[src/rtl/slot_pkg.sv]
// Shared types and constants for the slot-machine round sequencer.
// Holds the state encodings that also drive the LCD screen select.
package slot_pkg;

    localparam int STATE_W  = 3;
    localparam int CREDIT_W = 7;

    localparam logic [3:0] JACKPOT_DIGIT = 4'd7;

    typedef enum logic [STATE_W-1:0] {
        ST_IDLE   = 3'd0,
        ST_READY  = 3'd1,
        ST_SPIN   = 3'd2,
        ST_STOP_A = 3'd3,
        ST_STOP_B = 3'd4,
        ST_EVAL   = 3'd5
    } state_t;

endpackage

[src/rtl/slot_credit_ctr.sv]
// Saturating coin-credit register.
// Adds coins and payouts and removes one credit per accepted play, clamping at MAX_CREDIT.
module slot_credit_ctr
    import slot_pkg::*;
#(
    parameter int MAX_CREDIT = 99
) (
    input  logic                CLK,
    input  logic                RST,
    input  logic                inc,
    input  logic                dec,
    input  logic [4:0]          add_amt,
    output logic [CREDIT_W-1:0] credit,
    output logic [CREDIT_W-1:0] credit_next
);

    localparam logic [7:0] MAX_SUM = 8'(MAX_CREDIT);

    logic [7:0] sum;

    // Eight bits hold 127 + 1 + 31 without wrapping; dec never exceeds credit.
    always_comb begin
        sum         = {1'b0, credit} + {7'd0, inc} - {7'd0, dec} + {3'd0, add_amt};
        credit_next = (sum > MAX_SUM) ? MAX_SUM[CREDIT_W-1:0] : sum[CREDIT_W-1:0];
    end

    always_ff @(posedge CLK or negedge RST) begin
        if (!RST) begin
            credit <= '0;
        end else begin
            credit <= credit_next;
        end
    end

endmodule

[src/rtl/slot_round_ctrl.sv]
// Round sequencer: takes coins, starts a play, releases and stops the three reels in turn,
// then scores the frozen digits and credits the payout.
module slot_round_ctrl
    import slot_pkg::*;
#(
    parameter int SPIN_TICKS  = 150,
    parameter int STOP_GAP    = 50,
    parameter int MAX_CREDIT  = 99,
    parameter int PAY_PAIR    = 2,
    parameter int PAY_TRIPLE  = 10,
    parameter int PAY_JACKPOT = 20
) (
    input  logic                CLK,
    input  logic                RST,
    input  logic                C_IN,
    input  logic                GAME_START,
    input  logic [3:0]          REEL0,
    input  logic [3:0]          REEL1,
    input  logic [3:0]          REEL2,
    output logic [2:0]          STOP,
    output logic [CREDIT_W-1:0] CREDIT,
    output logic [STATE_W-1:0]  STATE,
    output logic                WIN,
    output logic [4:0]          WIN_AMT
);

    localparam logic [15:0] SPIN_LAST = 16'(SPIN_TICKS - 1);
    localparam logic [15:0] GAP_LAST  = 16'(STOP_GAP - 1);

    state_t              state;
    logic [15:0]         tick;
    logic                accept;
    logic [4:0]          payout;
    logic [CREDIT_W-1:0] credit_next;

    function automatic logic [4:0] score(input logic [3:0] a, input logic [3:0] b,
                                         input logic [3:0] c);
        if (a == JACKPOT_DIGIT && b == JACKPOT_DIGIT && c == JACKPOT_DIGIT)
            return 5'(PAY_JACKPOT);
        else if (a == b && b == c)
            return 5'(PAY_TRIPLE);
        else if (a == b || b == c || a == c)
            return 5'(PAY_PAIR);
        else
            return 5'd0;
    endfunction

    // The credit guard is redundant in READY but keeps underflow impossible by construction.
    assign accept = (state == ST_READY) && GAME_START && (CREDIT != '0);
    assign payout = (state == ST_EVAL) ? score(REEL0, REEL1, REEL2) : 5'd0;
    assign STATE  = state;

    slot_credit_ctr #(
        .MAX_CREDIT(MAX_CREDIT)
    ) u_credit (
        .CLK        (CLK),
        .RST        (RST),
        .inc        (C_IN),
        .dec        (accept),
        .add_amt    (payout),
        .credit     (CREDIT),
        .credit_next(credit_next)
    );

    always_ff @(posedge CLK or negedge RST) begin
        if (!RST) begin
            state   <= ST_IDLE;
            tick    <= '0;
            STOP    <= 3'b111;
            WIN     <= 1'b0;
            WIN_AMT <= 5'd0;
        end else begin
            WIN <= 1'b0;
            case (state)
                ST_IDLE: begin
                    if (CREDIT != '0)
                        state <= ST_READY;
                end
                ST_READY: begin
                    if (accept) begin
                        state <= ST_SPIN;
                        STOP  <= 3'b000;
                        tick  <= '0;
                    end
                end
                ST_SPIN: begin
                    if (tick == SPIN_LAST) begin
                        state <= ST_STOP_A;
                        STOP  <= 3'b001;
                        tick  <= '0;
                    end else begin
                        tick <= tick + 16'd1;
                    end
                end
                ST_STOP_A: begin
                    if (tick == GAP_LAST) begin
                        state <= ST_STOP_B;
                        STOP  <= 3'b011;
                        tick  <= '0;
                    end else begin
                        tick <= tick + 16'd1;
                    end
                end
                ST_STOP_B: begin
                    if (tick == GAP_LAST) begin
                        state <= ST_EVAL;
                        STOP  <= 3'b111;
                        tick  <= '0;
                    end else begin
                        tick <= tick + 16'd1;
                    end
                end
                ST_EVAL: begin
                    WIN_AMT <= payout;
                    WIN     <= (payout != 5'd0);
                    state   <= (credit_next != '0) ? ST_READY : ST_IDLE;
                end
                default: begin
                    state <= ST_IDLE;
                    STOP  <= 3'b111;
                    tick  <= '0;
                end
            endcase
        end
    end

endmodule
[config.mk]
export PLATFORM = sky130hd
export DESIGN_NAME = slot_round_ctrl
export DESIGN_NICKNAME = d
export VERILOG_FILES = /design/src/rtl/slot_pkg.sv /design/src/rtl/slot_credit_ctr.sv /design/src/rtl/slot_round_ctrl.sv
export SDC_FILE = /design/constraint.sdc
export NUM_CORES = 1
export LEC_CHECK = 0
export CELL_PAD_IN_SITES_DETAIL_PLACEMENT = 0
export CELL_PAD_IN_SITES_GLOBAL_PLACEMENT = 1
export CORE_MARGIN = 1.5
export CORE_UTILIZATION = 47
export CTS_BUF_LIST = sky130_fd_sc_hd__clkbuf_8
export CTS_CLUSTER_SIZE = 14
export DETAILED_ROUTE_END_ITERATION = 7
export PLACE_DENSITY = 0.9
export SETUP_SLACK_MARGIN = 0.3
export SYNTH_ARGS = -nofsm -noshare
export SYNTH_HDL_FRONTEND = slang
export SYNTH_HIERARCHICAL = 1
export SYNTH_SLANG_ARGS = --single-unit
[constraint.sdc]
create_clock -name CLK -period 8.3 [get_ports CLK]
set_input_delay 2.075 -clock CLK [delete_from_list [all_inputs] [get_ports CLK]]
set_output_delay 2.075 -clock CLK [all_outputs]
set_load 0.005 [all_outputs]
==> metrics.cfg <==
[status]
status=finished, final reports clean

[timing]
fmax_mhz=153
drv_slew=0
setup_viol=0
grt_setup_unrepaired=false
hold_violations=0
slew_headroom=0.240
setup_tns_ns=0
fin_crit_sh=0.790
worst_pin_slew_ns=1.14
fin_skew_ns=0.0104
min_period_ns=6.55

[drt]
antenna_left=0
remaining_drc_errors=0
viasPerCell=5.77
drt_first_pass_iters=4
drt_iter0_drc=125
wl_per_cell_um=14.1
vias=2188
drt_wl_total_mm=5.35

[clocking]
cts-root-buf=clkbuf_8
cts.sinks=33
hold_buffers=0
cts_setup_buffers=0
insertion_delay_ns=0.28
cts_tree=built
clk_pin_slew_ns=0.07
htree_levels=2
clockBufferDepth=2
cts_resized=0
cts_buffers=5

[placement]
routabilityCongestion=0.803
dp.final_hpwl_mm=4.04
dp.cells=371
io_buffers=33

[die]
core-area_mm2=0.00517
die-width_um=76.6
dieArea_mm2=0.00587
floorplan.initialDensity=0.493
dieHeight_um=76.6
rows=26
ios=35

[global_route]
grt_pass1_wl_mm=9.81
grt_overflow=0
grt_pass1_vias=2075
grtUsageTotal=0.205
grt_max_degree=34
antenna_found_initial=0

[yosys]
synth_seq_area_share=0.325
synth.area.mux_share=0.0118
async_flop_share=1.00
ys.flop_type=dfrtp_1
yosys.area_share.simple=0.248
synth_top_family_by_area=simple AND/OR/NAND/NOR gates
synthXorXnorAreaFrac=0.0515
ys_ff_latch=33
synth_compound_area_frac=0.209
synth_edf_count=0
synth-adder-area-share=0.0795
syn_area_mm2=0.00255
synth.distinct_cells=68
avgSynthCellArea_um2=9.17
yosysWarnings=6
syn_inst=278

[power]
power.density_mw_per_mm2=249
peakVddDrop_v=0.000182
leakage_nw=1.29

[worst_hold_path]
min_path_type=reg2reg

[setup_path]
critPathArrivalTime_ns=6.67
criticalPathCategory=in2reg
cp.required_ns=8.42
critPathLaunchType=primary input
end_kind=flop
crit_path_max_fanout=6

[layout]
syn_to_final_growth_pct=17.6
drive_gt1_frac=0.110
nets=339
diodes=0
stdcell_count=379

[flow_run]
cap_violations=0

-- logic make-up (layout without fill, tap and decap cells) --
family	count (synthesis)	count (layout)
simple gates	102	102
compound gates	69	69
buf+inv	40	70
flops	33	33
fa+ha+maj	15	15
xor+xnor	15	15
mux	3	3
other cells	1	2
-- stage by stage --
stage | instance area (um^2) | hold WS, ns | util | total power, mW | worst slack (ns)
after CTS | 3000 | 0.488 | 0.580 | 0.750 | 1.78
final | 3000 | 0.487 | 0.580 | 0.747 | 1.75
after global placement | 2900 | 0.470 | 0.560 | 0.613 | 1.57
after global routing | 3000 | 0.495 | 0.580 | 0.813 | 1.37
after floorplan | 2550 | 0.474 | - | 0.508 | 2.51
after detailed placement | 2900 | 0.472 | 0.560 | 0.616 | 1.51
-- Yosys cell counts, types with 4 or more instances --
master / number / area share
buf_4: 4 / 0.012
nand2_1: 16 / 0.024
nand3_1: 5 / 0.0098
nor3_1: 13 / 0.026
ha_1: 13 / 0.064
a21oi_1: 6 / 0.012
dfrtp_1: 30 / 0.29
o21ai_0: 18 / 0.035
nor3b_1: 5 / 0.015
nor2_1: 15 / 0.022
o211ai_1: 4 / 0.012
buf_2: 5 / 0.0098
nor4_1: 8 / 0.020
xor2_1: 13 / 0.045
or4_1: 4 / 0.012
inv_1: 27 / 0.040
a21o_1: 11 / 0.032
or3_1: 4 / 0.0098
nand4_1: 5 / 0.012
-- metal layers --
| metal | up-vias | part of all wire | GRT usage |
|---|---|---|---|
| li1 | 1079 | - | - |
| met1 | 1057 | 0.52 | 0.308 |
| met2 | 48 | 0.44 | 0.304 |
| met3 | 4 | 0.037 | 0.0383 |
| met4 | 0 | 0.0095 | 0.0444 |
| met5 | - | 0 | 0 |
-- final cells by class --
cell class                 count  area [um^2]
tap                           70         87.6
fill                         457         2170
clock inverter                 1         5.00
clock buffer                   7         96.3
sequential                    33          830
inverter                      28          105
multi-input combinational    206         1540
timing repair buffer          34          338
-- state kept, by name, indices dropped and copies added, names as in the netlist --
| register | flops |
|---|---|
| STATE | 3 |
| STOP | 3 |
| WIN | 1 |
| WIN_AMT | 3 |
| tick | 16 |
| u_credit/credit | 7 |
-- worst max-delay path, stage by stage --
cell,delay [ns]
clkdlybuf4s50_1,0.54
nand4_1,0.12
or4_1,0.50
nor3_1,0.35
inv_1,0.08
ha_1,0.29
inv_1,0.04
ha_1,0.26
or2_1,0.26
o21ai_2,0.26
a2bb2oi_1,0.16
xnor2_1,0.35
o211ai_1,0.17
or4b_2,0.68
o21ai_0,0.20
a21oi_1,0.09
o211ai_1,0.11
o21ai_0,0.11
-- final timing paths --
path	cells past startpoint	end	from	slack [ns]
worst max-delay path	18	STATE[0]$_DFFE_PN0P_	REEL0[2]	1.75
worst min-delay path	1	WIN_AMT[3]$_DFFE_PN0P_	WIN_AMT[3]$_DFFE_PN0P_	0.49
worst max register to register	15	STATE[0]$_DFFE_PN0P_	STATE[0]$_DFFE_PN0P_	3.67
worst min register to register	1	WIN_AMT[3]$_DFFE_PN0P_	WIN_AMT[3]$_DFFE_PN0P_	0.49
max in group asynchronous	2	STOP[0]$_DFFE_PN1P_	RST	5.77
min in group asynchronous	2	tick[7]$_DFFE_PN0P_	RST	2.19
-- layout by cell type, fill, tap and decap left out, drive strengths merged, types with 3 or more instances in the layout --
cell            n
and4            3
clkbuf          7
o21a            3
or3             4
nor2b           4
or4             5
nand4           5
a21oi           6
nor3           13
dfstp           3
a21o           11
nor4            9
dfrtp          30
xor2           13
nand2          16
nor2           15
clkdlybuf4s50  33
nor3b           5
o21ai          24
o211ai          6
inv            28
ha             13
nand3           5
mux2i           3
and2            3
-- power by group --
group          internal, mW  switching, mW  leakage (nW)  total (mW)
clock                0.0750         0.0585        0.0542       0.133
sequential            0.181         0.0136         0.381       0.194
combinational         0.191          0.228         0.852       0.419
total                 0.446          0.301          1.29       0.747
(Power assumes the default switching activity.)
